===== src/rtl/arith_pkg.sv =====
// arith_pkg: shared types and helpers for the arithmetic accelerator datapaths.
package arith_pkg;
  typedef enum logic [1:0] {IDLE = 2'd0, CALC = 2'd1, DONE = 2'd2} div_state_t;
  // Low w bits set; callers take the slice they need.
  function automatic logic [63:0] DIV_ZERO_QUOTIENT(input int w);
    return {64{1'b1}} >> (64 - w);
  endfunction
  function automatic int cnt_width(input int w);
    return $clog2(w);
  endfunction
endpackage


===== src/rtl/cla_subtractor.sv =====
// cla_subtractor: iA - iB via 4-bit carry-lookahead groups with rippled group carries.
module cla_subtractor #(
  parameter int WIDTH = 9
) (
  input  logic [WIDTH-1:0] iA,
  input  logic [WIDTH-1:0] iB,
  output logic [WIDTH-1:0] oDiff,
  output logic             oNoBorrow
);
  localparam int NG = (WIDTH + 3) / 4;
  localparam int PW = NG * 4;
  logic [PW-1:0] a_p, b_p;
  logic [NG:0]   cc;
  // Pad bits give p=1, g=0, so the carry passes through them unchanged.
  assign a_p = PW'(iA);
  assign b_p = ~PW'(iB);
  assign cc[0] = 1'b1;
  assign oNoBorrow = cc[NG];
  for (genvar i = 0; i < NG; i++) begin : g_grp
    logic [3:0] g, p;
    logic [4:0] c;
    assign g = a_p[4*i +: 4] & b_p[4*i +: 4];
    assign p = a_p[4*i +: 4] ^ b_p[4*i +: 4];
    assign c[0] = cc[i];
    assign c[1] = g[0] | (p[0] & c[0]);
    assign c[2] = g[1] | (p[1] & g[0]) | (p[1] & p[0] & c[0]);
    assign c[3] = g[2] | (p[2] & g[1]) | (p[2] & p[1] & g[0]) | (p[2] & p[1] & p[0] & c[0]);
    assign c[4] = g[3] | (p[3] & g[2]) | (p[3] & p[2] & g[1]) | (p[3] & p[2] & p[1] & g[0])
                | (p[3] & p[2] & p[1] & p[0] & c[0]);
    assign cc[i+1] = c[4];
    for (genvar j = 0; j < 4; j++) begin : g_bit
      if (4*i + j < WIDTH) begin : g_sum
        assign oDiff[4*i + j] = p[j] ^ c[j];
      end
    end
  end
endmodule


===== src/rtl/restoring_divider.sv =====
// restoring_divider: multi-cycle unsigned divider, one quotient bit per clock,
// valid/ready on both request and response sides.
module restoring_divider
  import arith_pkg::*;
#(
  parameter int DATA_WIDTH = 8
) (
  input  logic                  iClk,
  input  logic                  iRstN,
  input  logic                  iValid,
  output logic                  oReady,
  input  logic [DATA_WIDTH-1:0] iDividend,
  input  logic [DATA_WIDTH-1:0] iDivisor,
  output logic                  oValid,
  input  logic                  iReady,
  output logic [DATA_WIDTH-1:0] oQuotient,
  output logic [DATA_WIDTH-1:0] oRemainder,
  output logic                  oDivByZero,
  output logic                  oBusy
);
  localparam int CW = cnt_width(DATA_WIDTH);
  localparam logic [63:0] ZQ = DIV_ZERO_QUOTIENT(DATA_WIDTH);
  div_state_t state_q, state_d;
  logic [DATA_WIDTH-1:0] q_q, q_d, r_q, r_d, d_q, d_d, quo_q, quo_d, rem_q, rem_d;
  logic [CW-1:0] cnt_q, cnt_d;
  logic dbz_q, dbz_d, nb;
  logic [DATA_WIDTH:0] rs, diff;
  logic unused_diff_msb;
  assign rs = {r_q, q_q[DATA_WIDTH-1]};
  // Partial remainder stays below the divisor, so the diff MSB is always 0 when kept.
  assign unused_diff_msb = diff[DATA_WIDTH];
  cla_subtractor #(.WIDTH(DATA_WIDTH + 1)) u_sub (
    .iA       (rs),
    .iB       ({1'b0, d_q}),
    .oDiff    (diff),
    .oNoBorrow(nb)
  );
  assign oReady     = (state_q == IDLE) && iRstN;
  assign oValid     = state_q == DONE;
  assign oBusy      = state_q != IDLE;
  assign oQuotient  = quo_q;
  assign oRemainder = rem_q;
  assign oDivByZero = dbz_q;
  always_ff @(posedge iClk or negedge iRstN) begin
    if (!iRstN) begin
      state_q <= IDLE;
      q_q     <= '0;
      r_q     <= '0;
      d_q     <= '0;
      cnt_q   <= '0;
      quo_q   <= '0;
      rem_q   <= '0;
      dbz_q   <= 1'b0;
    end else begin
      state_q <= state_d;
      q_q     <= q_d;
      r_q     <= r_d;
      d_q     <= d_d;
      cnt_q   <= cnt_d;
      quo_q   <= quo_d;
      rem_q   <= rem_d;
      dbz_q   <= dbz_d;
    end
  end
  always_comb begin
    state_d = state_q;
    q_d     = q_q;
    r_d     = r_q;
    d_d     = d_q;
    cnt_d   = cnt_q;
    quo_d   = quo_q;
    rem_d   = rem_q;
    dbz_d   = dbz_q;
    case (state_q)
      IDLE: if (iValid) begin
        if (iDivisor == '0) begin
          state_d = DONE;
          quo_d   = ZQ[DATA_WIDTH-1:0];
          rem_d   = iDividend;
          dbz_d   = 1'b1;
        end else begin
          state_d = CALC;
          q_d     = iDividend;
          r_d     = '0;
          d_d     = iDivisor;
          cnt_d   = CW'(DATA_WIDTH - 1);
          dbz_d   = 1'b0;
        end
      end
      CALC: begin
        q_d   = {q_q[DATA_WIDTH-2:0], nb};
        r_d   = nb ? diff[DATA_WIDTH-1:0] : rs[DATA_WIDTH-1:0];
        cnt_d = cnt_q - CW'(1);
        if (cnt_q == '0) begin
          state_d = DONE;
          quo_d   = q_d;
          rem_d   = r_d;
        end
      end
      DONE: state_d = iReady ? IDLE : DONE;
      default: state_d = IDLE;
    endcase
  end
endmodule


===== config.mk =====
export PLATFORM = sky130hd
export DESIGN_NAME = restoring_divider
export DESIGN_NICKNAME = d
export VERILOG_FILES = /design/src/rtl/arith_pkg.sv /design/src/rtl/cla_subtractor.sv /design/src/rtl/restoring_divider.sv
export SDC_FILE = /design/constraint.sdc
export NUM_CORES = 1
export LEC_CHECK = 0
export ABC_AREA = 1
export CORE_UTILIZATION = 48
export CTS_CLUSTER_DIAMETER = 200
export DETAILED_ROUTE_END_ITERATION = 16
export PLACE_DENSITY = 0.76
export SYNTH_ARGS = -nofsm -noshare
export SYNTH_HDL_FRONTEND = slang
export SYNTH_SLANG_ARGS = --single-unit

===== constraint.sdc =====
create_clock -name iClk -period 1.75 [get_ports iClk]
set_input_delay 0.35 -clock iClk [delete_from_list [all_inputs] [get_ports iClk]]
set_output_delay 0.35 -clock iClk [all_outputs]
set_load 0.02 [all_outputs]

==> results_dict.tcl, run 1 <==
set metrics [dict create \
    drv_slew 0 \
    finalHoldViolations 0 \
    gp_congestion 0.8074 \
    crit_path_start_kind "register" \
    synth_cell_types 33 \
    crit_arrival_ns 2.16 \
    cts_hold_buf 0 \
    hpwl_um 4346 \
    wirelength_um 6729 \
    setup_viol 14 \
    routedWlPerCell_um 14.29 \
    drt_iter0_markers 193 \
    crit_family "buffers and inverters" \
    dr.pass1.iters 4 \
    synth-edff-count 0 \
    path_cells "inv_2, ha_4, inv_4, buf_4, buf_4, buf_4, buf_4, buf_4, buf_4, nand2_1, nand2_1, nand2_1, a21oi_2" \
    peakVddDrop_uv 1198 \
    insertion_delay_ns 0.32 \
    slowest_stage "dfrtp_1" \
    dieArea_um2 5466 \
    worst_setup_path_end_kind "register" \
    synthFlopType "dfrtp_1" \
    grt_max_degree 47 \
    portBuffers 39 \
    die_w_um 73.93 \
    diodes 0 \
    maxCapViolations 0 \
    drive_gt1_share_pct 28.96 \
    io-pin-count 40 \
    grt_pass1_wl_um 10830 \
    tightest_slew_ns 0.5878 \
    reg2reg_to "oRemainder[0]" \
    cp_num_cells 13 \
    synth.area.top_cells "dfrtp_1 (46%), nand2_1 (13%), inv_1 (5.7%), ha_1 (5.5%), nor2_1 (5.1%)" \
    violations "setup timing" \
    hold_path_class "primary input to async pin" \
    cts_tree "yes" \
    finClkSkew_ns 0.01395 \
    critical_path_required_ns 1.96 \
    remaining_drc_errors 0 \
    ctsHtreeMaxLevel 2 \
    clk_pin_slew_worst_paths_ns 0.10 \
    ys_seq_elements 46 \
    final_antenna_net_count 0 \
    max_stage_delay_ns 0.40 \
    gr-total-overflow 0 \
    synth_largest_area_cell "dfrtp_1" \
    final_util_pct 73.91 \
    netlist_area_um2 2484 \
    cp_max_fo 3 \
    clock_path_buffers 2 \
    grt_pass1_vias 2435 \
    relSlewSlack_pct 60.81 \
    worstRegToRegCells 13 \
    fmax_ghz 0.5126 \
    cts_buffers 5 \
    timing.critical_path.mode_cell "buf_4" \
    fin_crit_ns 1.951 \
    yosysSeqAreaShare_pct 46.35 \
    synth.top_cell.area_share_pct 46.35 \
    core_area_um2 4848 \
    yosysWarnings 0 \
    finalCritPeriodShare_pct 111.5 \
    yosysMostFrequentCell "nand2_1" \
    p_leak_nw 1.803 \
    cts.sinks 46 \
    syn_inst 315 \
    syn_to_final_growth_pct 44.28 \
    path_buf_inv 8 \
    r2r_slack_ns -0.20 \
    antenna_found_initial 0 \
    powerDensity_nw_per_um2 2155 \
    synthTopCellsByCount "nand2_1 (88), dfrtp_1 (46), inv_1 (38)" \
    die_h_um 73.93 \
    row_count 25 \
    status "complete, but fails checks" \
    syn-mean-instance-area_um2 7.885 \
    nNetsFinal 435 \
    grt_use_total_pct 26.53 \
    reg2reg_from "q_q[7]" \
    start_util_pct 51.23 \
    vias 2432 \
    fin_ws_ns -0.2010 \
    total_power_w 0.007722 \
    synth_nets 347 \
    num-fill-cells 357 \
    ys_async_sr_fraction_pct 100.0 \
    rsz0062_at_grt "true" \
    path_class "register to register" \
    viasPerCell 5.163 \
    clockRootBuffer "clkbuf_8" \
]
-- cell families after synthesis --
| family | share of synthesized area [%] |
|---|---|
| simple gates | 25.34 |
| fa+ha+maj | 6.348 |
| flops | 46.35 |
| compound gates | 12.54 |
| xor+xnor | 1.058 |
| buf+inv | 8.363 |
-- power breakdown --
group	internal, W	switching [W]
Sequential	0.00154	0.000248
Combinational	0.00230	0.00293
Clock	0.000289	0.000413
Total	0.00413	0.00359
-- worst max-delay path by stage --
stage	start	end	slack (ns)
final	q_q[7]	oRemainder[0]	-0.20
after global routing	d_q[3]	oRemainder[5]	-0.26
after CTS	d_q[3]	oRemainder[4]	-0.14
after detailed placement	iDivisor[7]	oRemainder[6]	-0.23
after global placement	q_q[7]	oRemainder[6]	-0.16
after floorplan	q_q[7]	oRemainder[4]	-0.03
-- layout make-up --
| class | instances | area (um^2) | share of cell area [%] |
|---|---|---|---|
| clock buffers | 5 | 68.82 | 1.920 |
| multi-input cells | 219 | 1315 | 36.70 |
| inverters | 44 | 182.7 | 5.098 |
| clock inverters | 3 | 25.02 | 0.6983 |
| well taps | 67 | 83.83 | 2.339 |
| flip-flops and latches | 46 | 1151 | 32.12 |
| repair buffers | 87 | 757.0 | 21.12 |
-- registers in the layout (all words and copies together) (netlist names) --
signal	count
oRemainder	8
r_q	8
oQuotient	8
q_q	8
oDivByZero	1
cnt_q	3
d_q	8
state_q	2
-- through the flow --
step	hold WS, ns	area (um^2)	instances	TNS [ns]	setup slack [ns]
2_1_floorplan	0.05441	2521	315	-0.03330	-0.03330
3_3_place_gp	0.4658	3236	452	-2.777	-0.1588
3_5_place_dp	0.4836	3236	452	-4.768	-0.2326
4_1_cts	0.1801	3495	470	-0.8851	-0.1447
5_1_grt	0.1928	3583	471	-3.054	-0.2631
6_report	0.1535	3583	471	-1.657	-0.2010
-- placed cells by master, fill, tap and decap left out, types with 2 or more instances in the layout --
| cell type | instances |
|---|---|
| nor2_1 | 31 |
| a22oi_1 | 2 |
| a21oi_1 | 11 |
| a31oi_1 | 7 |
| ha_4 | 3 |
| nand2_1 | 71 |
| xor2_1 | 2 |
| inv_4 | 2 |
| ha_1 | 7 |
| nor2_2 | 3 |
| a21oi_2 | 7 |
| buf_6 | 5 |
| clkdlybuf4s50_1 | 35 |
| nand2_2 | 16 |
| nand4_1 | 6 |
| o21ai_0 | 22 |
| nand2_4 | 5 |
| inv_1 | 31 |
| buf_4 | 43 |
| nand3_2 | 5 |
| inv_2 | 9 |
| nor2_4 | 2 |
| clkbuf_8 | 5 |
| o21ai_1 | 2 |
| dfrtp_1 | 46 |
| dlygate4sd2_1 | 2 |
| or2_0 | 2 |
| nand3_1 | 5 |
-- timing repair --
item / 4_1_cts / 5_1_grt
pin swaps: 13 / 8
gates cloned: 0 / 1
buffers inserted: 10 / 2
setup endpoints to repair: 21 / 26
resized for setup: 30 / 32
-- metal layers --
metal  routed length [um]  vias to the layer above  global-route usage [%]
li1                     -                     1177                       -
met1                 2817                     1180                   31.86
met2                 3478                       59                   46.67
met3                  278                       16                   5.014
met4                  155                        0                   11.11
met5                    0                        -                       0
Power figures use the tool's default switching activity.
==> inputs of run 2 (changes only) <==
CORE_UTILIZATION = 45   (was 48)
PLACE_DENSITY = 0.72   (was 0.76)
==> run 2 against run 1 <==
Net effect:
- the run still ends with setup timing left
- clock power is 0.7% lower
- via count is 3.7% lower
- non-clock buffer count is 2 lower
- largest power group unchanged
- critical endpoint is now oRemainder[4]
- cell count stayed put
==> results_dict.tcl, run 2 (synthesis results as in run 1) <==
set metrics [dict create \
    p_leak_nw 1.758 \
    worstRegToRegCells 10 \
    vias 2342 \
    final_antenna_net_count 0 \
    hold_path_class "primary input to async pin" \
    remaining_drc_errors 0 \
    gr-total-overflow 0 \
    maxCapViolations 0 \
    fin_crit_ns 1.921 \
    cts.sinks 46 \
    worst_setup_path_end_kind "register" \
    status "complete, but fails checks" \
    peakVddDrop_uv 1084 \
    die_h_um 76.29 \
    routedWlPerCell_um 12.57 \
    dr.pass1.iters 4 \
    violations "setup timing" \
    dp.cells 460 \
    cp_max_fo 3 \
    syn_to_final_growth_pct 39.50 \
    antenna_found_initial 0 \
    crit_path_start_kind "register" \
    clockRootBuffer "clkbuf_8" \
    start_util_pct 47.72 \
    nNetsFinal 432 \
    viasPerCell 4.972 \
    num-fill-cells 440 \
    powerDensity_nw_per_um2 2024 \
    critical_path_required_ns 1.99 \
    diodes 0 \
    io-pin-count 40 \
    hpwl_um 4409 \
    finClkSkew_ns 0.01205 \
    layout_common_cells "nand2_1 (79), dfrtp_1 (46), buf_4 (44), inv_1 (35), clkdlybuf4s50_1 (35)" \
    finalCritPeriodShare_pct 109.8 \
    die_w_um 76.29 \
    portBuffers 39 \
    insertion_delay_ns 0.31 \
    grt_use_total_pct 22.85 \
    ctsHtreeMaxLevel 2 \
    grt_max_degree 47 \
    finalHoldViolations 0 \
    drive_gt1_share_pct 23.19 \
    clk_pin_slew_worst_paths_ns 0.10 \
    crit_arrival_ns 2.16 \
    cts_buffers 5 \
    core_area_um2 5205 \
    fmax_ghz 0.5205 \
    drt_iter0_markers 159 \
    dieArea_um2 5820 \
    setup_viol 16 \
    final_cells 471 \
    relSlewSlack_pct 61.02 \
    path_class "register to register" \
    rsz0062_at_grt "true" \
    fin_ws_ns -0.1714 \
    final_common_cell "nand2_1" \
    row_count 26 \
    total_power_w 0.007013 \
    clock_path_buffers 2 \
    cts_hold_buf 0 \
    grt_pass1_vias 2346 \
    tightest_slew_ns 0.5846 \
    wirelength_um 5922 \
    gp_congestion 0.8224 \
    drv_slew 0 \
    grt_pass1_wl_um 10630 \
    cts_tree "yes" \
]
==> run 2: layout make-up <==
cell class / count / area (um^2) / area share (%)
Inverter: 44 / 172.7 / 4.984
Clock buffer: 5 / 68.82 / 1.986
Multi-Input combinational cell: 218 / 1227 / 35.43
Tap cell: 70 / 87.58 / 2.528
Timing Repair Buffer: 85 / 732.0 / 21.13
Clock inverter: 3 / 25.02 / 0.7223
Sequential cell: 46 / 1151 / 33.22
==> run 2: worst paths after layout <==
kind	start	end	slack (ns)
setup reg to reg	r_q[2]	oRemainder[4]	-0.17
hold / removal	iRstN	state_q[0]	0.12
max in group asynchronous	iRstN	q_q[5]	1.22
min in group iClk	oQuotient[0]	oQuotient[0]	0.50
hold reg to reg	oQuotient[0]	oQuotient[0]	0.50
setup / recovery	r_q[2]	oRemainder[4]	-0.17
==> run 2: metal layers <==
layer / vias to the layer above / global-route usage, % / wire (um)
met2: 55 / 37.39 / 2896
met1: 1101 / 30.35 / 2686
met3: 7 / 4.072 / 239
li1: 1179 / - / -
met5: - / 0 / 0
met4: 0 / 8.269 / 100
==> run 2: stage by stage <==
step	setup TNS [ns]	setup WS, ns	util, %	hold slack (ns)	cell area [um^2]
CTS	-1.062	-0.1762	65.84	0.1504	3427
detailed placement	-3.753	-0.2088	62.96	0.4823	3277
global placement	-2.062	-0.1285	62.96	0.4658	3277
global route	-3.297	-0.2866	66.56	0.1787	3465
floorplan	-0.03330	-0.03330	-	0.05441	2521
finish	-1.356	-0.1714	66.56	0.1213	3465
==> run 2: timing repair <==
action,in CTS,in global routing
endpoints found under the setup margin,17,24
buffers inserted,3,0
resized for setup,13,15
pin swaps,4,10
==> run 2: report_power, final <==
part / internal [W] / leakage (nW) / total [W] / switching (W)
clock: 0.000289 / 0.0447 / 0.000697 / 0.000408
combinational: 0.00199 / 1.17 / 0.00453 / 0.00254
sequential: 0.00154 / 0.543 / 0.00178 / 0.000240
==> run 2: critical path: stages, from the launching register on <==
cell	delay, ns
dfrtp_1	0.42
ha_4	0.26
nand2_2	0.06
nand2_2	0.05
nor2_2	0.12
nand2_2	0.10
fa_2	0.54
nand2_1	0.05
nand2_1	0.06
nand2_2	0.06
a21oi_2	0.12
